$ cat config.mk
export PLATFORM = sky130hd
export DESIGN_NAME = if_id_queue_flat
export DESIGN_NICKNAME = d
export VERILOG_FILES = /design/src/rtl/if_id_queue_if.sv /design/src/rtl/if_id_queue.sv /design/src/flat_wrapper.sv
export SDC_FILE = /design/constraint.sdc
export NUM_CORES = 1
export LEC_CHECK = 0
export ABC_AREA = 1
export CAP_MARGIN = 20
export CORE_MARGIN = 5
export CORE_UTILIZATION = 43
export CTS_CLUSTER_SIZE = 30
export DETAILED_ROUTE_END_ITERATION = 10
export GPL_TIMING_DRIVEN = 0
export PLACE_DENSITY = 0.75
export SETUP_SLACK_MARGIN = 0.02
export SYNTH_ARGS = -nofsm -noshare
export SYNTH_HDL_FRONTEND = slang
export SYNTH_SLANG_ARGS = --single-unit
export TNS_END_PERCENT = 5
$ cat constraint.sdc
create_clock -name clk -period 4.2 [get_ports clk]
set_input_delay 0.84 -clock clk [delete_from_list [all_inputs] [get_ports clk]]
set_output_delay 0.84 -clock clk [all_outputs]
set_load 0.02 [all_outputs]
$ cat src/rtl/if_id_queue_if.sv
// if_id_queue_if
//   Handshake bundle between fetch, the IF/ID queue and decode.
//   master : fetch/decode side (drives kills, fetch data and decode ready)
//   slave  : queue side (drives ready, head entry and occupancy)
//   Signals:
//     flush, i_nt_pt, i_t_pnt : kill sources (any one empties the queue)
//     i_valid, i_pc, i_inst   : fetched instruction offered to the queue
//     o_ready                 : queue can accept an instruction
//     o_valid, o_pc, o_inst   : head entry presented to decode (zero when empty)
//     i_ready                 : decode consumes the head this cycle
//     o_count                 : current occupancy
interface if_id_queue_if #(
  parameter int DATA_W = 32,
  parameter int CNT_W  = 2
);
  logic              flush;
  logic              i_nt_pt;
  logic              i_t_pnt;
  logic              i_valid;
  logic [DATA_W-1:0] i_pc;
  logic [DATA_W-1:0] i_inst;
  logic              i_ready;
  logic              o_ready;
  logic              o_valid;
  logic [DATA_W-1:0] o_pc;
  logic [DATA_W-1:0] o_inst;
  logic [CNT_W-1:0]  o_count;

  modport master (
    output flush, i_nt_pt, i_t_pnt, i_valid, i_pc, i_inst, i_ready,
    input  o_ready, o_valid, o_pc, o_inst, o_count
  );

  modport slave (
    input  flush, i_nt_pt, i_t_pnt, i_valid, i_pc, i_inst, i_ready,
    output o_ready, o_valid, o_pc, o_inst, o_count
  );
endinterface

$ cat src/rtl/if_id_queue.sv
// if_id_queue
//   DEPTH-entry FIFO standing in for the IF/ID pipeline register. Fetch
//   pushes {pc, inst} under a valid/ready handshake, decode pops the head.
//   Any kill (flush or either branch mispredict) empties the queue at the
//   next edge. When empty, an all-zero bubble is presented to decode.
//   Ports:
//     clk : clock, all state changes on the rising edge
//     rst : asynchronous active-high reset
//     q   : if_id_queue_if.slave handshake bundle
module if_id_queue #(
  parameter int DATA_W = 32,
  parameter int DEPTH  = 2,
  parameter int CNT_W  = $clog2(DEPTH + 1)
) (
  input  logic          clk,
  input  logic          rst,
  if_id_queue_if.slave  q
);
  localparam int PTR_W = $clog2(DEPTH);

  logic [2*DATA_W-1:0] mem_reg [DEPTH];
  logic [PTR_W-1:0]    wp_reg;
  logic [PTR_W-1:0]    rp_reg;
  logic [CNT_W-1:0]    count_reg;
  logic [CNT_W-1:0]    count_next;

  logic                kill;
  logic                push;
  logic                pop;
  logic                full;
  logic                empty;
  logic [2*DATA_W-1:0] head;

  assign kill  = q.flush | q.i_nt_pt | q.i_t_pnt;
  // Ready/valid come from the registered count only, so a full queue refuses
  // a push even when decode pops in the same cycle.
  assign full  = (count_reg == CNT_W'(DEPTH));
  assign empty = (count_reg == '0);
  assign push  = q.i_valid & ~full & ~kill;
  assign pop   = ~empty & q.i_ready & ~kill;

  always_comb begin
    count_next = count_reg;
    case ({push, pop})
      2'b10:   count_next = count_reg + CNT_W'(1);
      2'b01:   count_next = count_reg - CNT_W'(1);
      default: count_next = count_reg;
    endcase
  end

  // Pointers wrap naturally because DEPTH is a power of two.
  always_ff @(posedge clk or posedge rst) begin
    if (rst) begin
      wp_reg    <= '0;
      rp_reg    <= '0;
      count_reg <= '0;
    end else if (kill) begin
      wp_reg    <= '0;
      rp_reg    <= '0;
      count_reg <= '0;
    end else begin
      if (push) wp_reg <= wp_reg + PTR_W'(1);
      if (pop)  rp_reg <= rp_reg + PTR_W'(1);
      count_reg <= count_next;
    end
  end

  // Storage is never reset; stale entries are hidden by the count.
  always_ff @(posedge clk) begin
    if (push) mem_reg[wp_reg] <= {q.i_pc, q.i_inst};
  end

  assign head = mem_reg[rp_reg];

  assign q.o_ready = ~full;
  assign q.o_valid = ~empty;
  assign q.o_pc    = empty ? '0 : head[2*DATA_W-1:DATA_W];
  assign q.o_inst  = empty ? '0 : head[DATA_W-1:0];
  assign q.o_count = count_reg;
endmodule

$ cat src/flat_wrapper.sv
// flat-port wrapper written by rule: the top's interface ports become plain ports
module if_id_queue_flat 
#(
  parameter int DATA_W = 32,
  parameter int DEPTH  = 2,
  parameter int CNT_W  = $clog2(DEPTH + 1)
)
  (clk, rst, q_flush, q_i_nt_pt, q_i_t_pnt, q_i_valid, q_i_pc, q_i_inst, q_i_ready, q_o_ready, q_o_valid, q_o_pc, q_o_inst, q_o_count);
  if_id_queue_if #(.DATA_W(DATA_W), .CNT_W(CNT_W)) q_i ();
  input  logic clk;
  input  logic rst;
  input wire logic [$bits(q_i.flush)-1:0] q_flush;
  input wire logic [$bits(q_i.i_nt_pt)-1:0] q_i_nt_pt;
  input wire logic [$bits(q_i.i_t_pnt)-1:0] q_i_t_pnt;
  input wire logic [$bits(q_i.i_valid)-1:0] q_i_valid;
  input wire logic [$bits(q_i.i_pc)-1:0] q_i_pc;
  input wire logic [$bits(q_i.i_inst)-1:0] q_i_inst;
  input wire logic [$bits(q_i.i_ready)-1:0] q_i_ready;
  output wire logic [$bits(q_i.o_ready)-1:0] q_o_ready;
  output wire logic [$bits(q_i.o_valid)-1:0] q_o_valid;
  output wire logic [$bits(q_i.o_pc)-1:0] q_o_pc;
  output wire logic [$bits(q_i.o_inst)-1:0] q_o_inst;
  output wire logic [$bits(q_i.o_count)-1:0] q_o_count;
  assign q_i.flush = q_flush;
  assign q_i.i_nt_pt = q_i_nt_pt;
  assign q_i.i_t_pnt = q_i_t_pnt;
  assign q_i.i_valid = q_i_valid;
  assign q_i.i_pc = q_i_pc;
  assign q_i.i_inst = q_i_inst;
  assign q_i.i_ready = q_i_ready;
  assign q_o_ready = q_i.o_ready;
  assign q_o_valid = q_i.o_valid;
  assign q_o_pc = q_i.o_pc;
  assign q_o_inst = q_i.o_inst;
  assign q_o_count = q_i.o_count;
  if_id_queue #(.DATA_W(DATA_W), .DEPTH(DEPTH), .CNT_W(CNT_W)) u_core (.clk(clk), .rst(rst), .q(q_i));
endmodule
==> flow_metrics.py <==
metrics = {
    "timing": {
        "setup_viol": 0,
        "fin_crit_ps": 3140,
        "fin_worst_skew_ps": 3.70,
        "slew_headroom_pct": 65.0,
        "finalMaxSlewViolations": 0,
        "whs_ps": 543,
        "max_slew.worst_pin.slew_ps": 525,
        "fmax_mhz": 319,
        "grt_setup_unrepaired": "no",
        "timing.final.ws_setup_ps": 1060,
        "tns_ps": 0,
        "min_period_over_period_pct": 74.7,
        "finalHoldViolations": 0,
    },
    "clock_network": {
        "clk_pin_slew_ps": 50,
        "htreeDepth": 4,
        "postCtsSetupRepairBufs": 0,
        "clockBufferDepth": 2,
        "clock_sinks": 132,
        "clk_latency_ps": 400,
        "post_cts_resized": 0,
        "cts_made_buffers": 17,
        "cts-root-buf": "clkbuf_16",
        "postCtsHoldBufs": 0,
        "cts_tree": "yes",
    },
    "detailed_routing": {
        "routed_wl_mm": 11.5,
        "drc": 0,
        "vias": 3429,
        "drt_iter0_drc": 175,
        "dr.pass1.iters": 4,
        "antenna_left": 0,
        "avgRoutedWirePerCell_um": 16.5,
        "via_per_inst": 4.91,
    },
    "yosys": {
        "synth_area_leaders": "edfxtp_1 (76%), nand2_1 (10%), a21oi_1 (6.4%), dfrtp_1 (2.0%), buf_6 (1.3%)",
        "avgSynthCellArea_um2": 13.3,
        "syn_nets": 453,
        "synth-async-reset-ratio_pct": 3.03,
        "synth-seq-area-share_pct": 77.8,
        "synth.largest_area_cell": "edfxtp_1",
        "post_synth_instance_area_um2": 5070,
        "ys_ff_latch": 132,
        "synth_cells": 382,
        "ys_warn_count": 0,
        "synth_cell_types": 21,
        "synth_top_area_share_pct": 75.8,
        "synth_edf_count": 128,
        "ys.flop_type": "edfxtp_1",
    },
    "floorplanning": {
        "pin_count": 139,
        "coreArea_um2": 11500,
        "dieHeight_um": 119,
        "die_w_um": 119,
        "num_rows": 39,
        "die-area_um2": 14100,
        "start_util_pct": 44.2,
    },
    "critical_path": {
        "path_class": "reg -> out",
        "rr_startpoint": "u_core.q.o_count[0]$_DFFE_PP0P_",
        "reg2reg_to": "u_core.mem_reg[0][9]$_DFFE_PP_",
        "cp_max_fo": 10,
        "cp-startpoint": "u_core.rp_reg$_DFFE_PP0P_",
        "required_ps": 3360,
        "rr_worst_depth": 7,
        "startpoint_type": "register",
        "r2r_slack_ps": 2420,
        "crit_end": "q_o_inst[1]",
        "worstPathArrival_ps": 2300,
        "end_kind": "output port",
    },
    "power": {
        "power_density_nw_per_um2": 405,
        "leakage_nw": 2.55,
        "peakVddDrop_v": 0.000237,
    },
    "placement": {
        "io_buffers": 138,
        "dp_slack_ps": 1510,
        "dp_hpwl_mm": 7.77,
        "placed_area_um2": 6730,
        "gp_congestion": 0.769,
    },
    "global_route": {
        "antenna_found_initial": 0,
        "grt_overflow_total": 0,
        "grt_pass1_vias": 3590,
        "grt_pass1_wl_mm": 18.0,
        "grt_max_degree": 31,
        "grt_use_total_pct": 16.3,
    },
    "min_path": {
        "hold_class": "reg -> reg",
    },
    "layout": {
        "nets": 614,
        "design_area_um2": 7230,
        "largest_reg_flops": 128,
        "multi_input_area_um2": 970,
        "seqCellArea_um2": 3940,
        "drive_above_1_share_pct": 11.0,
        "syn2layout_area_growth_pct": 42.5,
        "diodes": 0,
        "fillCellCount": 876,
        "final_util_pct": 63.0,
    },
    "run_status": {
        "status": "finished clean",
    },
    "run": {
        "cap_violations": 0,
    },
}
[layer usage]
layer,vias up,track usage [%],wire (um)
met5,-,0,0
met2,112,28.8,5970
met3,12,5.06,698
li1,1662,-,-
met4,0,5.53,145
met1,1643,18.6,4680
[layout make-up]
class / count / share of cell area (%)
clock buffer: 20 / 6.04
sequential: 132 / 54.6
inverter: 8 / 0.433
clock inverter: 11 / 0.900
buffer: 21 / 1.97
timing repair buffer: 142 / 20.2
tap: 143 / 2.47
multi-input combinational: 221 / 13.4
[cell usage after synthesis, types with 2 or more instances]
library cell / count
inv_1: 3
edfxtp_1: 128
buf_2: 12
nor2_1: 5
nand2_1: 140
inv_2: 4
buf_6: 6
clkbuf_1: 2
a21oi_1: 65
nand3_1: 3
dfrtp_1: 4
[cell usage in the layout (no fill, tap or decap), drive strengths merged]
cell type and count:
nand2 142, clkdlybuf4s50 138, edfxtp 128, a21oi 66, buf 23, clkbuf 22, clkinv 7, inv 7
nor2 6, clkinvlp 5, dfrtp 4, nand3 4, o21ai 1, xor2 1, o22ai 1
[cells by family (layout without fill, tap and decap cells)]
logic type             after synthesis  in the layout  synth area share (%)
XOR/XNOR                             1              1                 0.173
buffers and inverters               29            202                  3.43
AND/OR/NAND/NOR                    152            152                  11.7
AO/OA/AOI/OAI                       68             68                  6.96
flip-flops                         132            132                  77.8
[report_power, final]
part,internal (mW),switching [mW],leakage (nW)
sequential,1.46,0.00453,1.21
clock,0.739,0.499,0.233
combinational,0.120,0.106,1.11
total,2.32,0.609,2.55
[critical path, stage by stage, from the launching register on]
cell	delay, ps
dfrtp_1	380
inv_2	70
buf_2	210
buf_2	290
nand2_1	90
a21oi_1	200
clkdlybuf4s50_1	650
[metrics by stage]
step           cells  power, mW
2_1_floorplan    382       1.58
3_3_place_gp     663       1.71
3_5_place_dp     667       1.72
4_1_cts          698       2.96
5_1_grt          698       3.03
6_report         698       2.93
[worst min-delay path by stage]
stage / startpoint / endpoint / slack [ps] / cells past startpoint
CTS: u_core.wp_reg$_DFFE_PP0P_ / u_core.wp_reg$_DFFE_PP0P_ / 550 / 1
detailed placement: u_core.wp_reg$_DFFE_PP0P_ / u_core.wp_reg$_DFFE_PP0P_ / 540 / 1
finish: u_core.wp_reg$_DFFE_PP0P_ / u_core.wp_reg$_DFFE_PP0P_ / 540 / 1
global route: u_core.wp_reg$_DFFE_PP0P_ / u_core.wp_reg$_DFFE_PP0P_ / 560 / 1
global placement: u_core.wp_reg$_DFFE_PP0P_ / u_core.wp_reg$_DFFE_PP0P_ / 500 / 1
floorplan: u_core.wp_reg$_DFFE_PP0P_ / u_core.wp_reg$_DFFE_PP0P_ / 480 / 1
(Power assumes the default switching activity.)
==> RTL edit 1, RTL diff (same settings) <==
`DEPTH` is set to 2 in 2 places; all go to 4.
--- a/src/rtl/if_id_queue.sv
+++ b/src/rtl/if_id_queue.sv
@@ -9,7 +9,7 @@
 //     q   : if_id_queue_if.slave handshake bundle
 module if_id_queue #(
   parameter int DATA_W = 32,
-  parameter int DEPTH  = 2,
+  parameter int DEPTH  = 4,
   parameter int CNT_W  = $clog2(DEPTH + 1)
 ) (
   input  logic          clk,
--- a/src/flat_wrapper.sv
+++ b/src/flat_wrapper.sv
@@ -2,7 +2,7 @@
 module if_id_queue_flat 
 #(
   parameter int DATA_W = 32,
-  parameter int DEPTH  = 2,
+  parameter int DEPTH  = 4,
   parameter int CNT_W  = $clog2(DEPTH + 1)
 )
   (clk, rst, q_flush, q_i_nt_pt, q_i_t_pnt, q_i_valid, q_i_pc, q_i_inst, q_i_ready, q_o_ready, q_o_valid, q_o_pc, q_o_inst, q_o_count);
Ports: changed (resized q_o_count); port bits go from 139 to 140. No check against the original RTL was run, so the function may have changed too.
==> RTL edit 1 against the original RTL <==
- cell area grew 83%
- sequential cell count grew 131
- clock skew grew 4.3 ps
- synthesized area up 110%
- worst setup slack got worse by 370 ps
- highest routed layer is now met5
- largest power group unchanged
- total power increased by 87%
- routed wire length grew 110%
==> RTL edit 1: results (changes against the original RTL) <==
qor: status.run_status finished clean [unchanged]
qor: placement.place_ws 925.1 ps [was 1509 ps]
qor: layout.fillerInstances 2028 [was 876]
qor: sta.worstMarginPinSlew 612.8 ps [was 525.3 ps]
qor: placement.io_buffer_count 139 [was 138]
qor: layout.largest_register_ffs 256 [was 128]
qor: detailed_routing.drt_iter0_markers 452 [was 175]
qor: synth.yosysSeqAreaShare 75.56% [was 77.75%]
qor: detailed_routing.drtPass1Iterations 5 [was 4]
qor: pwr.static-leakage-power 4.525 nW [was 2.554 nW]
qor: cts.tritoncts_buffers 26 [was 17]
qor: pwr.power_report.internal_total 4.421 mW [was 2.320 mW]
qor: synth.count_of_flip_flops_with_a_built_in_enable_after_synthesis 256 [was 128]
qor: global_routing.first_global_vias 6885 [was 3590]
qor: detailed_routing.route.vias.total 6839 [was 3429]
qor: pwr.max_vdd_drop 346.1 uV [was 237.4 uV]
qor: synth.synthTopCellsByCount 260 x sky130_fd_sc_hd__nor2_1, 256 x sky130_fd_sc_hd__edfxtp_1, 130 x sky130_fd_sc_hd__o21ai_0, 66 x sky130_fd_sc_hd__a21oi_1, 19 x sky130_fd_sc_hd__buf_2 [was 140 x sky130_fd_sc_hd__nand2_1, 128 x sky130_fd_sc_hd__edfxtp_1, 65 x sky130_fd_sc_hd__a21oi_1, 12 x sky130_fd_sc_hd__buf_2, 6 x sky130_fd_sc_hd__buf_6]
qor: synth.asyncSetResetFlopFracSynth 2.662% [was 3.030%]
qor: synth.yosysMostFrequentCell sky130_fd_sc_hd__nor2_1 [was sky130_fd_sc_hd__nand2_1]
qor: layout.final_cells 1336 [was 698]
qor: detailed_routing.totalWireLength 24.55 mm [was 11.49 mm]
qor: placement.post_dp_cell_area 12390 sq um [was 6728 sq um]
qor: layout.final_net_count 1070 [was 614]
qor: placement.gp_routability_congestion 0.7935 [was 0.7694]
qor: synth.distinct_cell_type_count_after_synthesis 27 [was 21]
qor: global_routing.grt_pass1_wl 37.38 mm [was 18.01 mm]
qor: synth.synth_area_leaders sky130_fd_sc_hd__edfxtp_1 74%, sky130_fd_sc_hd__nor2_1 9.4%, sky130_fd_sc_hd__o21ai_0 6.3% [was sky130_fd_sc_hd__edfxtp_1 76%, sky130_fd_sc_hd__nand2_1 10%, sky130_fd_sc_hd__a21oi_1 6.4%]
qor: placement.hpwl 15.48 mm [was 7.775 mm]
qor: cts.clock_insertion_delay_worst_skew 520 ps [was 400 ps]
qor: min_path.min-delay-path-class in -> async [was reg -> reg]
==> RTL edit 1: changes by cell type after synthesis, moves of 9 or more <==
cell,delta
sky130_fd_sc_hd__nand2_1,-128
sky130_fd_sc_hd__edfxtp_1,+128
sky130_fd_sc_hd__clkbuf_2,+12
sky130_fd_sc_hd__nor2_1,+255
sky130_fd_sc_hd__o21ai_0,+130
sky130_fd_sc_hd__inv_1,+9
==> RTL edit 1: worst paths after layout <==
| kind | from | end | slack, ps | cells after the start |
|---|---|---|---|---|
| worst max-delay path | u_core.rp_reg[0] | q_o_pc[11] | 690 | 7 |
| worst min-delay path | rst | u_core.wp_reg[0] | 570 | 2 |
| worst max register to register | u_core.q.o_count[0] | u_core.mem_reg[2][29] | 2020 | 5 |
| worst min register to register | u_core.q.o_count[0] | u_core.q.o_count[0] | 580 | 1 |
| max in group asynchronous | rst | u_core.rp_reg[0] | 3410 | 2 |
| min in group clk | u_core.q.o_count[0] | u_core.q.o_count[0] | 580 | 1 |
==> RTL edit 1: metrics by stage <==
| stage | utilization (%) | TNS (ps) | hold slack (ps) | total power, mW |
|---|---|---|---|---|
| 6_report | 55.02 | 0 | 566.0 | 5.485 |
| 2_1_floorplan | - | -86840 | 514.7 | 3.039 |
| 5_1_grt | 55.02 | 0 | 577.2 | 5.647 |
| 4_1_cts | 55.02 | 0 | 553.6 | 5.529 |
| 3_3_place_gp | 50.62 | -736870 | 544.2 | 3.193 |
| 3_5_place_dp | 51.41 | 0 | 576.2 | 3.200 |
==> RTL edit 1: cells by family after synthesis <==
| kind of cell | Yosys count | share of synthesized area [%] |
|---|---|---|
| compound gates | 200 | 9.691 |
| xor+xnor | 1 | 0.08418 |
| fa+ha+maj | 5 | 0.6733 |
| buf+inv | 65 | 3.294 |
| flops | 263 | 75.56 |
| simple gates | 285 | 10.70 |
==> RTL edit 1: layer usage <==
metal	GRT usage [%]	routed length, um	vias up
met5	0	34	-
met4	4.462	600	4
met3	3.003	1545	47
met2	30.40	12170	232
met1	23.68	10210	3306
li1	-	-	3250
==> RTL edit 1: power groups by stage <==
stage                     Combinational (mW)  Sequential (mW)  Clock (mW)
after global routing                   0.265             2.90        2.48
after global placement                 0.237             2.96           0
final                                  0.246             2.90        2.34
after detailed placement               0.246             2.95           0
after CTS                              0.248             2.90        2.38
after floorplan                       0.0823             2.96           0
==> RTL edit 1: cell type report <==
type,instances,share of cell area [%]
Sequential cell,263,59.28
Multi-Input combinational cell,491,16.82
Timing Repair Buffer,147,11.70
Clock buffer,30,5.179
Tap cell,324,3.056
Buffer,50,2.160
Clock inverter,16,1.387
Inverter,15,0.4245
==> RTL edit 1: critical path: cells and delay by family (launching register included) <==
kind	cells	cell delay, ps
AOI/OAI and AO/OA	2	370
DFF	1	350
buffers and inverters	5	1430
==> RTL edit 2, RTL diff (same flow settings) <==
Made on the original files. Make the reset (`rst`) synchronous in one clocked block. Comments in the files are not updated.
--- a/src/rtl/if_id_queue.sv
+++ b/src/rtl/if_id_queue.sv
@@ -49,7 +49,7 @@
   end
 
   // Pointers wrap naturally because DEPTH is a power of two.
-  always_ff @(posedge clk or posedge rst) begin
+  always_ff @(posedge clk) begin
     if (rst) begin
       wp_reg    <= '0;
       rp_reg    <= '0;
Check against the original RTL: differs if rst is asserted again (counterexample within 4 cycles, from zero or initial values and one cycle with rst high); with rst held inactive, the same outputs for 4 cycles.
==> RTL edit 2 against the original RTL <==
- count of clock-buffer cells in the layout unchanged
- worst setup slack improved by 220 ps
- routed wire length decreased by 4.2%
- non-clock buffer count decreased by 3
- synthesized area increased by 2.5%
- cell area increased by 2.2%
- sequential cell count increased by 1
Power is not compared: it rests on default switching activity, and its combinational part moved more than twofold at a synthesized area within 25%.
==> RTL edit 2: results (changes against the original RTL) <==
qor: status.run_status finished clean [unchanged]
qor: placement.placedCellCount 670 [was 667]
qor: placement.post_dp_cell_area 6817 sq um [was 6728 sq um]
qor: synth.synth_area_leaders sky130_fd_sc_hd__edfxtp_1 74%, sky130_fd_sc_hd__nand2_1 10%, sky130_fd_sc_hd__a21oi_2 6.6% [was sky130_fd_sc_hd__edfxtp_1 76%, sky130_fd_sc_hd__nand2_1 10%, sky130_fd_sc_hd__a21oi_1 6.4%]
qor: synth.synthTopCellsByCount 138 x sky130_fd_sc_hd__nand2_1, 128 x sky130_fd_sc_hd__edfxtp_1, 39 x sky130_fd_sc_hd__a21oi_2, 27 x sky130_fd_sc_hd__a21oi_1, 14 x sky130_fd_sc_hd__buf_2 [was 140 x sky130_fd_sc_hd__nand2_1, 128 x sky130_fd_sc_hd__edfxtp_1, 65 x sky130_fd_sc_hd__a21oi_1, 12 x sky130_fd_sc_hd__buf_2, 6 x sky130_fd_sc_hd__buf_6]
qor: synth.average_cell_area_after_synthesis 13.57 sq um [was 13.28 sq um]
qor: global_routing.grt_pass1_wl 17.32 mm [was 18.01 mm]
qor: cts.tritoncts_buffers 17 [unchanged]
qor: detailed_routing.totalWireLength 11.00 mm [was 11.49 mm]
qor: synth.yosysSeqAreaShare 75.86% [was 77.75%]
qor: synth.distinct_cell_type_count_after_synthesis 18 [was 21]
qor: synth.synthXorXnorAreaFrac 0.1685% [was 0.1727%]
qor: global_routing.total_global_route_track_usage 15.68% [was 16.25%]
qor: worst_setup_path.timing.critical_path.to q_o_inst[15] [was q_o_inst[1]]
qor: layout.final_cells 700 [was 698]
qor: worst_setup_path.worstReg2RegEnd u_core.mem_reg[1][27] [was u_core.mem_reg[0][9]]
qor: worst_setup_path.crit-reg2reg-launch u_core.q.o_count[0] [unchanged]
qor: sta.clock-skew-final 7.579 ps [was 3.702 ps]
qor: global_routing.first_global_vias 3495 [was 3590]
qor: sta.setup_tns 0 ps [unchanged]
qor: placement.io_buffer_count 138 [unchanged]
qor: detailed_routing.drt_iter0_markers 109 [was 175]
qor: synth.syn-num-nets 455 [was 453]
qor: worst_setup_path.regToRegSetupSlack 1910 ps [was 2420 ps]
qor: worst_setup_path.worst_ep_arrival_time 2080 ps [was 2300 ps]
qor: synth.synth_compound_gate_area_share 9.314% [was 6.956%]
qor: sta.timing.final.crit_period 2920 ps [was 3136 ps]
qor: placement.hpwl 7.461 mm [was 7.775 mm]
qor: layout.fillerInstances 905 [was 876]
qor: synth.synth_adder_area_share 0.2407% [was 0%]
qor: global_routing.grt_start_max_net_pins 34 [was 31]
qor: placement.gp_routability_congestion 0.7380 [was 0.7694]
qor: cts.clockBufferDepth 2 [unchanged]
qor: placement.place_ws 1042 ps [was 1509 ps]
qor: detailed_routing.route.vias.total 3368 [was 3429]
qor: cts.htree_levels 4 [unchanged]
qor: worst_setup_path.reg2reg_depth 5 [was 7]
qor: synth.asyncSetResetFlopFracSynth 0% [was 3.030%]
qor: layout.layout-drive-gt1-share 16.64% [was 10.99%]
qor: layout.insertedDiodeCount 0 [unchanged]
qor: sta.rel_slew_slack 32.36% [was 64.98%]
RTL edit 2: cell types whose count changed in the layout (fill, tap and decap cells not counted), sizes merged, moves of 3 or more:
cell    delta
dfxtp      +5
dfrtp      -4
clkinv     -3
nand3      -3
nand2      -4
nor2       +6
bufinv     +3
RTL edit 2: through the flow:
step / total power, mW / hold WS, ps
global placement: 1.595 / 480.3
finish: 3.000 / 518.0
floorplan: 1.517 / 466.9
CTS: 3.022 / 518.6
detailed placement: 1.600 / 504.4
global route: 3.082 / 565.5
RTL edit 2: kinds of logic (layout without fill, tap and decap cells):
kind of cell               after synthesis  in the layout
xor gates and xnor gates                 1              1
DFF                                    133            133
buffers and inverters                   27            197
adders and majority gates                1              1
and+or+nand+nor                        154            154
AOI/OAI and AO/OA                       67             67
RTL edit 2: cell type report:
type / instances / area share, %
sequential: 133 / 53.39
timing repair buffer: 140 / 19.24
multi-input combinational: 223 / 14.99
clock buffer: 20 / 5.911
tap: 147 / 2.490
clock inverter: 10 / 1.812
buffer: 20 / 1.812
inverter: 7 / 0.3557
RTL edit 2: critical path, cell delays in order (launching register included):
cell,delay (ps)
sky130_fd_sc_hd__dfxtp_1,340
sky130_fd_sc_hd__buf_4,190
sky130_fd_sc_hd__buf_2,230
sky130_fd_sc_hd__nand2_1,80
sky130_fd_sc_hd__a21oi_1,180
sky130_fd_sc_hd__clkdlybuf4s50_1,650
RTL edit 2: worst min path at each step:
| stage | from | to | slack (ps) | depth (start not counted) |
|---|---|---|---|---|
| 6_report | u_core.rp_reg | u_core.rp_reg | 520 | 2 |
| 5_1_grt | u_core.rp_reg | flip-flop | 570 | 2 |
| 4_1_cts | u_core.rp_reg | u_core.rp_reg | 520 | 2 |
| 3_5_place_dp | u_core.rp_reg | u_core.rp_reg | 500 | 2 |
| 3_3_place_gp | u_core.rp_reg | u_core.rp_reg | 480 | 2 |
| 2_1_floorplan | u_core.rp_reg | flip-flop | 470 | 2 |
RTL edit 2: layer usage:
layer  global-route usage, %  part of all wire, %  vias to the layer above
met4                   6.013                  1.1                        0
met2                   27.22                   51                       99
met1                   17.80                   41                     1603
met5                       0                    0                        -
met3                   5.372                  6.5                        9
li1                        -                    -                     1657
RTL edit 2: report_power, final:
group	internal, mW	total (mW)	switching, mW	leakage (nW)
clock network	0.920	1.43	0.507	0.267
registers	1.47	1.47	0.00309	1.20
logic	0.0654	0.101	0.0356	1.05
